--- config.mk ---
export PLATFORM = sky130hd
export DESIGN_NAME = ddr_operand_loader
export DESIGN_NICKNAME = d
export VERILOG_FILES = /design/src/rtl/config_pkg.sv /design/src/rtl/ddr_beat_shifter.sv /design/src/rtl/ddr_operand_loader.sv
export SDC_FILE = /design/constraint.sdc
export NUM_CORES = 1
export LEC_CHECK = 0
export ABC_AREA = 1
export BUFFER_PORTS_ARGS = -buffer_cell sky130_fd_sc_hd__buf_2
export CELL_PAD_IN_SITES_DETAIL_PLACEMENT = 1
export CELL_PAD_IN_SITES_GLOBAL_PLACEMENT = 2
export CORE_MARGIN = 2
export CORE_UTILIZATION = 28
export CTS_CLUSTER_DIAMETER = 150
export DETAILED_ROUTE_END_ITERATION = 6
export PLACE_DENSITY = 0.73
export SLEW_MARGIN = 40
export SYNTH_ARGS = -nofsm -noshare
export SYNTH_HDL_FRONTEND = slang
export SYNTH_HIERARCHICAL = 1
export SYNTH_SLANG_ARGS = --single-unit
export TNS_END_PERCENT = 1
--- constraint.sdc ---
create_clock -name clk_i -period 2.32 [get_ports clk_i]
set_clock_uncertainty 0.05 [all_clocks]
set_input_delay 0.232 -clock clk_i [delete_from_list [all_inputs] [get_ports clk_i]]
set_output_delay 0.232 -clock clk_i [all_outputs]
set_load 0.02 [all_outputs]
--- src/rtl/config_pkg.sv ---
// Shared accelerator types and DDR operand loader geometry.
// Ternary element checking is enabled by DDR_LOADER_TERNARY_CHECK_EN.
package config_pkg;

    localparam int D               = 4;
    localparam int DdrAddressWidth = 32;

    typedef logic signed [15:0] fixed_point_t;
    typedef logic [31:0]        ddr_data_t;
    typedef logic [1:0]         ternary_t;

    typedef fixed_point_t [D-1:0]    vector_t;
    typedef ternary_t [D-1:0][D-1:0] ternary_matrix_t;

    typedef enum logic {
        LOAD_VECTOR = 1'b0,
        LOAD_MATRIX = 1'b1
    } load_kind_e;

    localparam int BeatW      = $bits(ddr_data_t);
    localparam int VectorBits = D * $bits(fixed_point_t);
    localparam int MatrixBits = D * D * 2;

    localparam int BeatsPerVector = (VectorBits + BeatW - 1) / BeatW;
    localparam int BeatsPerMatrix = (MatrixBits + BeatW - 1) / BeatW;
    localparam int MaxBeats       = (BeatsPerVector > BeatsPerMatrix) ?
                                    BeatsPerVector : BeatsPerMatrix;
    localparam int DdrBeatBytes   = BeatW / 8;

endpackage

--- src/rtl/ddr_beat_shifter.sv ---
// Beat staging register: new beats enter at the top and shift down.
// The aligned view drops pad beats so short loads sit at bit 0.
module ddr_beat_shifter #(
    parameter int Depth = 2,
    parameter int W     = 32,
    parameter int CntW  = 3
) (
    input  logic                 clk_i,
    input  logic                 rst_ni,
    input  logic                 shift_i,
    input  logic [W-1:0]         beat_i,
    input  logic [CntW-1:0]      pad_i,
    output logic [Depth*W-1:0]   aligned_o
);

    logic [Depth*W-1:0]     sreg_q;
    logic [Depth*W-1:0]     sreg_d;
    logic [(Depth+1)*W-1:0] joined;

    always_comb begin
        joined = {beat_i, sreg_q};
        sreg_d = sreg_q;
        if (shift_i) begin
            sreg_d = joined[(Depth+1)*W-1:W];
        end
    end

    // View includes the beat arriving this cycle
    always_comb begin
        aligned_o = sreg_d;
        for (int k = 0; k < Depth; k++) begin
            if (CntW'(k) < pad_i) begin
                aligned_o = aligned_o >> W;
            end
        end
    end

    always_ff @(posedge clk_i or negedge rst_ni) begin
        if (!rst_ni) begin
            sreg_q <= '0;
        end else begin
            sreg_q <= sreg_d;
        end
    end

endmodule

--- src/rtl/ddr_operand_loader.sv ---
// Loads one vector or ternary matrix operand from DDR beats.
// Optional DDR_LOADER_TERNARY_CHECK_EN zeroes and flags 2'b10 elements.
module ddr_operand_loader
    import config_pkg::*;
#(
    parameter int MaxOutstanding = 4
) (
    input  logic                       clk_i,
    input  logic                       rst_ni,
    input  logic                       start_i,
    input  load_kind_e                 kind_i,
    input  logic [DdrAddressWidth-1:0] base_addr_i,
    output logic                       ready_o,
    output logic                       req_valid_o,
    output logic [DdrAddressWidth-1:0] req_addr_o,
    input  logic                       req_ready_i,
    input  logic                       rsp_valid_i,
    input  ddr_data_t                  rsp_data_i,
    output vector_t                    vector_o,
    output ternary_matrix_t            matrix_o,
    output logic                       done_o,
    output logic                       error_o
);

    localparam int CntMax = (MaxBeats > MaxOutstanding) ?
                            MaxBeats : MaxOutstanding;
    localparam int CntW   = $clog2(CntMax + 1);

    localparam logic [DdrAddressWidth-1:0] AddrMask =
        ~(DdrAddressWidth'(DdrBeatBytes - 1));
    localparam logic [CntW-1:0] PadV = CntW'(MaxBeats - BeatsPerVector);
    localparam logic [CntW-1:0] PadM = CntW'(MaxBeats - BeatsPerMatrix);

    typedef enum logic [1:0] {
        IDLE,
        BUSY,
        DONE
    } state_e;

    state_e     state_q, state_d;
    load_kind_e kind_q;

    logic [CntW-1:0] req_cnt_q, rsp_cnt_q, out_q;
    logic [CntW-1:0] req_cnt_d, out_d, nbeats, pad;
    logic            req_valid_q, req_valid_d;
    logic            accept, req_fire, rsp_fire, last_beat;

    logic [DdrAddressWidth-1:0] req_addr_q;
    logic [MaxBeats*BeatW-1:0]  aligned;

    vector_t         vector_q;
    ternary_matrix_t matrix_q, matrix_chk;

    assign accept    = (state_q == IDLE) && start_i;
    assign nbeats    = (kind_q == LOAD_VECTOR) ?
                       CntW'(BeatsPerVector) : CntW'(BeatsPerMatrix);
    assign pad       = (kind_q == LOAD_VECTOR) ? PadV : PadM;
    assign req_fire  = req_valid_q && req_ready_i;
    assign rsp_fire  = (state_q == BUSY) && rsp_valid_i &&
                       (rsp_cnt_q < nbeats);
    assign last_beat = rsp_fire && (rsp_cnt_q == nbeats - CntW'(1));

    assign req_cnt_d   = req_cnt_q + CntW'(req_fire);
    assign out_d       = out_q + CntW'(req_fire) - CntW'(rsp_fire);
    assign req_valid_d = (req_cnt_d < nbeats) &&
                         (out_d < CntW'(MaxOutstanding));

    always_comb begin
        state_d = state_q;
        unique case (state_q)
            IDLE:    if (start_i) state_d = BUSY;
            BUSY:    if (last_beat) state_d = DONE;
            DONE:    state_d = IDLE;
            default: state_d = IDLE;
        endcase
    end

    always_ff @(posedge clk_i or negedge rst_ni) begin
        if (!rst_ni) begin
            state_q     <= IDLE;
            kind_q      <= LOAD_VECTOR;
            req_cnt_q   <= '0;
            rsp_cnt_q   <= '0;
            out_q       <= '0;
            req_valid_q <= 1'b0;
            req_addr_q  <= '0;
        end else begin
            state_q <= state_d;
            if (accept) begin
                kind_q      <= kind_i;
                req_cnt_q   <= '0;
                rsp_cnt_q   <= '0;
                out_q       <= '0;
                req_valid_q <= 1'b1;
                req_addr_q  <= base_addr_i & AddrMask;
            end else if (state_q == BUSY) begin
                req_cnt_q   <= req_cnt_d;
                rsp_cnt_q   <= rsp_cnt_q + CntW'(rsp_fire);
                out_q       <= out_d;
                req_valid_q <= req_valid_d;
                if (req_fire) begin
                    req_addr_q <= req_addr_q + DdrAddressWidth'(DdrBeatBytes);
                end
            end
        end
    end

    ddr_beat_shifter #(
        .Depth (MaxBeats),
        .W     (BeatW),
        .CntW  (CntW)
    ) u_shifter (
        .clk_i     (clk_i),
        .rst_ni    (rst_ni),
        .shift_i   (rsp_fire),
        .beat_i    (rsp_data_i),
        .pad_i     (pad),
        .aligned_o (aligned)
    );

`ifdef DDR_LOADER_TERNARY_CHECK_EN
    logic load_err;
    logic error_q;

    always_comb begin
        matrix_chk = ternary_matrix_t'(aligned[MatrixBits-1:0]);
        load_err   = 1'b0;
        for (int i = 0; i < D; i++) begin
            for (int j = 0; j < D; j++) begin
                if (matrix_chk[i][j] == 2'b10) begin
                    matrix_chk[i][j] = 2'b00;
                    load_err         = 1'b1;
                end
            end
        end
    end

    always_ff @(posedge clk_i or negedge rst_ni) begin
        if (!rst_ni) begin
            error_q <= 1'b0;
        end else if (accept) begin
            error_q <= 1'b0;
        end else if (last_beat && (kind_q == LOAD_MATRIX)) begin
            error_q <= load_err;
        end
    end

    assign error_o = error_q;
`else
    always_comb begin
        matrix_chk = ternary_matrix_t'(aligned[MatrixBits-1:0]);
    end

    assign error_o = 1'b0;
`endif

    // Only the selected operand moves; the other keeps its last value
    always_ff @(posedge clk_i or negedge rst_ni) begin
        if (!rst_ni) begin
            vector_q <= '0;
            matrix_q <= '0;
        end else if (last_beat) begin
            if (kind_q == LOAD_VECTOR) begin
                vector_q <= vector_t'(aligned[VectorBits-1:0]);
            end else begin
                matrix_q <= matrix_chk;
            end
        end
    end

    assign ready_o     = (state_q == IDLE);
    assign done_o      = (state_q == DONE);
    assign req_valid_o = req_valid_q;
    assign req_addr_o  = req_addr_q;
    assign vector_o    = vector_q;
    assign matrix_o    = matrix_q;

endmodule

==> metrics.md <==
| Metric | Value |
|---|---|
| Status | `completed` |
| CP arrival | `2.60 ns` |
| Multi-input gate area | `0.00408 sq mm` |
| Leakage power | `7.18 nW` |
| Post-synthesis register bit count | `203` |
| Grt peak-use layer | `met2` |
| First-pass GRT wire length | `53700 um` |
| Die H | `191 um` |
| Gr usage total | `0.186` |
| Largest family of logic cells by synthesized area | `simple AND/OR/NAND/NOR gates` |
| CTS Buf Count | `25` |
| Syn-to-layout area delta | `32.5%` |
| CTS Sinks | `203` |
| Post-DRT Antenna Nets | `0` |
| Worst Tran Pin Value | `0.669 ns` |
| 1st-pass router iterations | `4` |
| Fin nets | `1617` |
| Hold Path Class | `in2reg` |
| I/O pin total | `202` |
| Vias in the first global route | `9588` |
| Crit-path max FO | `3` |
| DR WL/cell | `16.5 um` |
| Worst-case clock buffer depth | `3` |
| Global route overflow | `0` |
| Htree depth | `1` |
| Highest Clock Rate | `450 MHz` |
| Worst setup SP type | `flip-flop` |
| Crit-path cells | `ha_1, inv_1, nor2_2, nor3_4, xor2_1, ha_2, inv_1, fa_2, xor2_1, nand3_1, nand2_1` |
| Die Span X | `191 um` |
| Cell family with most CP delay | `adder cells` |
| # rows | `68` |
| DR iter-0 viols | `450` |
| Slowest stage delay, CP | `0.41 ns` |
| Crit path capture type | `flip-flop` |
| Design Area, Final | `0.0129 sq mm` |
| Worst Slack Setup Final | `0.0968 ns` |
| # fillers | `4247` |
| Share of cells above drive strength 1 | `0.185` |
| Peak supply drop | `0.486 mV` |
| Mean Syn Cell Area | `7.60 sq um` |
| CTS tree | `yes` |
| Ys flop type | `dfrtp_1` |
| Starting Density | `0.283` |
| Largest net degree at the start of global routing | `69` |
| XOR/XNOR share of the synthesized area | `0.00450` |
| Number of synthesized flops with an enable pin | `0` |
| Total routed wirelength | `33100 um` |
| Mux contribution to synthesized area | `0` |
| Tcrit/Tclk final | `0.958` |
| Reg area | `0.00508 sq mm` |
| Met2 Track Usage GR | `0.302` |
| HPWL after detailed placement | `22500 um` |
| Slew Viols, Final | `0` |
| Syn Std Cell Area | `0.00974 sq mm` |
| Clock-pin slew on the worst setup and hold paths | `0.06 ns` |
| Simple-gate share of the synthesized area | `0.351` |
| Met1 usage | `0.260` |
| Pre-CTS WS | `0.0479 ns` |
| DR vias/cell | `4.61` |
| Met3 GRT Util | `0.0263` |
| Final Non-Filler Cells | `2013` |
| Setup TNS | `0 ns` |
| Routability cong. | `0.789` |
| Root Driver | `clkbuf_16` |
| Initial antenna violation count | `2` |
| IO Port Bufs | `196` |
| Tot Pwr | `8.02 mW` |
| Synth Area in Adders | `0.0123` |
| Compound-cell area share of the yosys netlist | `0.0474` |
| Die area | `0.0363 sq mm` |
| Max Cap Viol | `0` |
| Register area share after synthesis | `0.522` |
| Max_slew headroom | `0.554` |
| Warnings, synthesis | `6` |
| Critical path required time | `2.70 ns` |
| Final Hold Viols | `0` |
| Power Density | `622 mW/mm^2` |
| Synth cell types | `34` |
| Core footprint | `0.0344 sq mm` |
| Clock latency on the worst-skew pair | `0.54 ns` |
| Area post-placement | `0.0114 sq mm` |
| Final setup fails | `0` |
| Dpl cells | `1906` |
| CP max stage cell | `dfrtp_2` |
| Syn Inst Count | `1281` |
| Synth async-reset ratio | `1.00` |
| RSZ-0062 raised after global routing | `true` |
| CP Class | `reg2reg` |
| Remaining DRCs | `0` |
| Via Count | `9283` |
| Buf+Inv Stages, Crit Path | `2` |
| Clock period minus worst slack | `2.22 ns` |
==> layout make-up <==
cell class                 count  area share
inverter                      60      0.0175
tap                          455      0.0441
antenna                        2    0.000388
sequential                   203       0.394
clock buffer                  39      0.0595
multi-input combinational    954       0.316
clock inverter                 6     0.00960
timing repair buffer         294       0.159
==> worst reg2reg max path: cells and delay by family, from the launching register on <==
kind                     cells  cell delay [ns]
XOR/XNOR                     2             0.37
AND/OR/NAND/NOR              4             0.38
buffers and inverters        2             0.11
flip-flops                   1             0.41
adder cells (fa/ha/maj)      3             0.79
==> cells in the final DEF, fill, tap and decap left out, drive strengths merged <==
cell type / netlist / routed
a21boi: 1 / 1
a31oi: 1 / 1
xnor2: 3 / 3
nor4: 1 / 1
dlygate4sd3: 0 / 60
o22ai: 8 / 8
nor2: 64 / 64
and2: 1 / 1
a211oi: 3 / 3
conb: 1 / 5
xor2: 2 / 2
a21oi: 38 / 38
clkbuf: 18 / 40
bufinv: 0 / 3
o211ai: 3 / 3
nor3b: 1 / 1
diode: 0 / 2
clkinv: 1 / 3
ha: 8 / 8
dfrtp: 203 / 203
fa: 1 / 1
nor3: 11 / 11
buf: 50 / 233
o31ai: 1 / 1
nand3: 144 / 144
o21ai: 31 / 31
nand4: 2 / 2
inv: 59 / 60
nand2: 625 / 625
==> flip-flops by register name (all words and copies together), names as in the netlist <==
register / flops
kind_q: 1
matrix_o: 32
out_q: 3
req_addr_o: 30
req_cnt_q: 3
req_valid_o: 1
rsp_cnt_q: 3
state_q: 2
u_shifter/sreg_q: 64
vector_o: 64
==> worst paths after layout <==
path | endpoint | slack, ns | startpoint | depth (start not counted)
min | req_addr_o[28]$_DFFE_PN0P_ | 0.03 | base_addr_i[28] | 5
max in group asynchronous | vector_o[54]$_DFFE_PN0P_ | 1.27 | rst_ni | 3
min reg2reg | vector_o[5]$_DFFE_PN0P_ | 0.41 | vector_o[5]$_DFFE_PN0P_ | 2
max reg2reg | req_valid_o$_DFFE_PN0P_ | 0.1 | kind_q$_DFFE_PN0P_ | 11
max | req_valid_o$_DFFE_PN0P_ | 0.1 | kind_q$_DFFE_PN0P_ | 11
min in group asynchronous | req_addr_o[19]$_DFFE_PN0P_ | 0.26 | rst_ni | 2
==> report_power, final <==
part | internal (mW) | switching (mW)
clock network | 2.61 | 1.61
logic | 0.125 | 0.138
registers | 3.54 | 0
==> metal layers <==
metal  vias to the layer above  wire (um)
li1                       4548          -
met3                        44       1440
met5                         -          0
met1                      4505      15700
met4                         0        718
met2                       186      15300
==> synthesized netlist by cell type (all sizes together), types with 8 or more instances <==
library cell / instances / area, sq um
buf: 50 / 315
o21ai: 31 / 155
inv: 59 / 221
nand3: 144 / 721
nand2: 625 / 2350
a21oi: 38 / 190
ha: 8 / 100
dfrtp: 203 / 5080
nor3: 11 / 66.3
clkbuf: 18 / 67.6
o22ai: 8 / 50.1
nor2: 64 / 253
==> timing repair <==
action,in CTS,in global routing
hold buffers,60,0
endpoints found under the setup margin,0,90
endpoints found under the hold margin,122,0
setup buffers,0,0
gates resized for setup,0,6
==> cells by family (layout without fill, tap and decap cells) <==
group,count (synthesis),count (layout)
other,1,7
buffers and inverters,128,399
AOI/OAI and AO/OA,86,86
DFF,203,203
and+or+nand+nor,849,849
adders and majority gates,9,9
xor gates and xnor gates,5,5
==> stage by stage <==
stage / hold slack (ns) / util
2_1_floorplan: -0.114 / -
3_3_place_gp: 0.262 / 0.331
3_5_place_dp: 0.264 / 0.331
4_1_cts: 0.0101 / 0.375
5_1_grt: 0.0339 / 0.375
6_report: 0.0330 / 0.375
(Power assumes the default switching activity.)
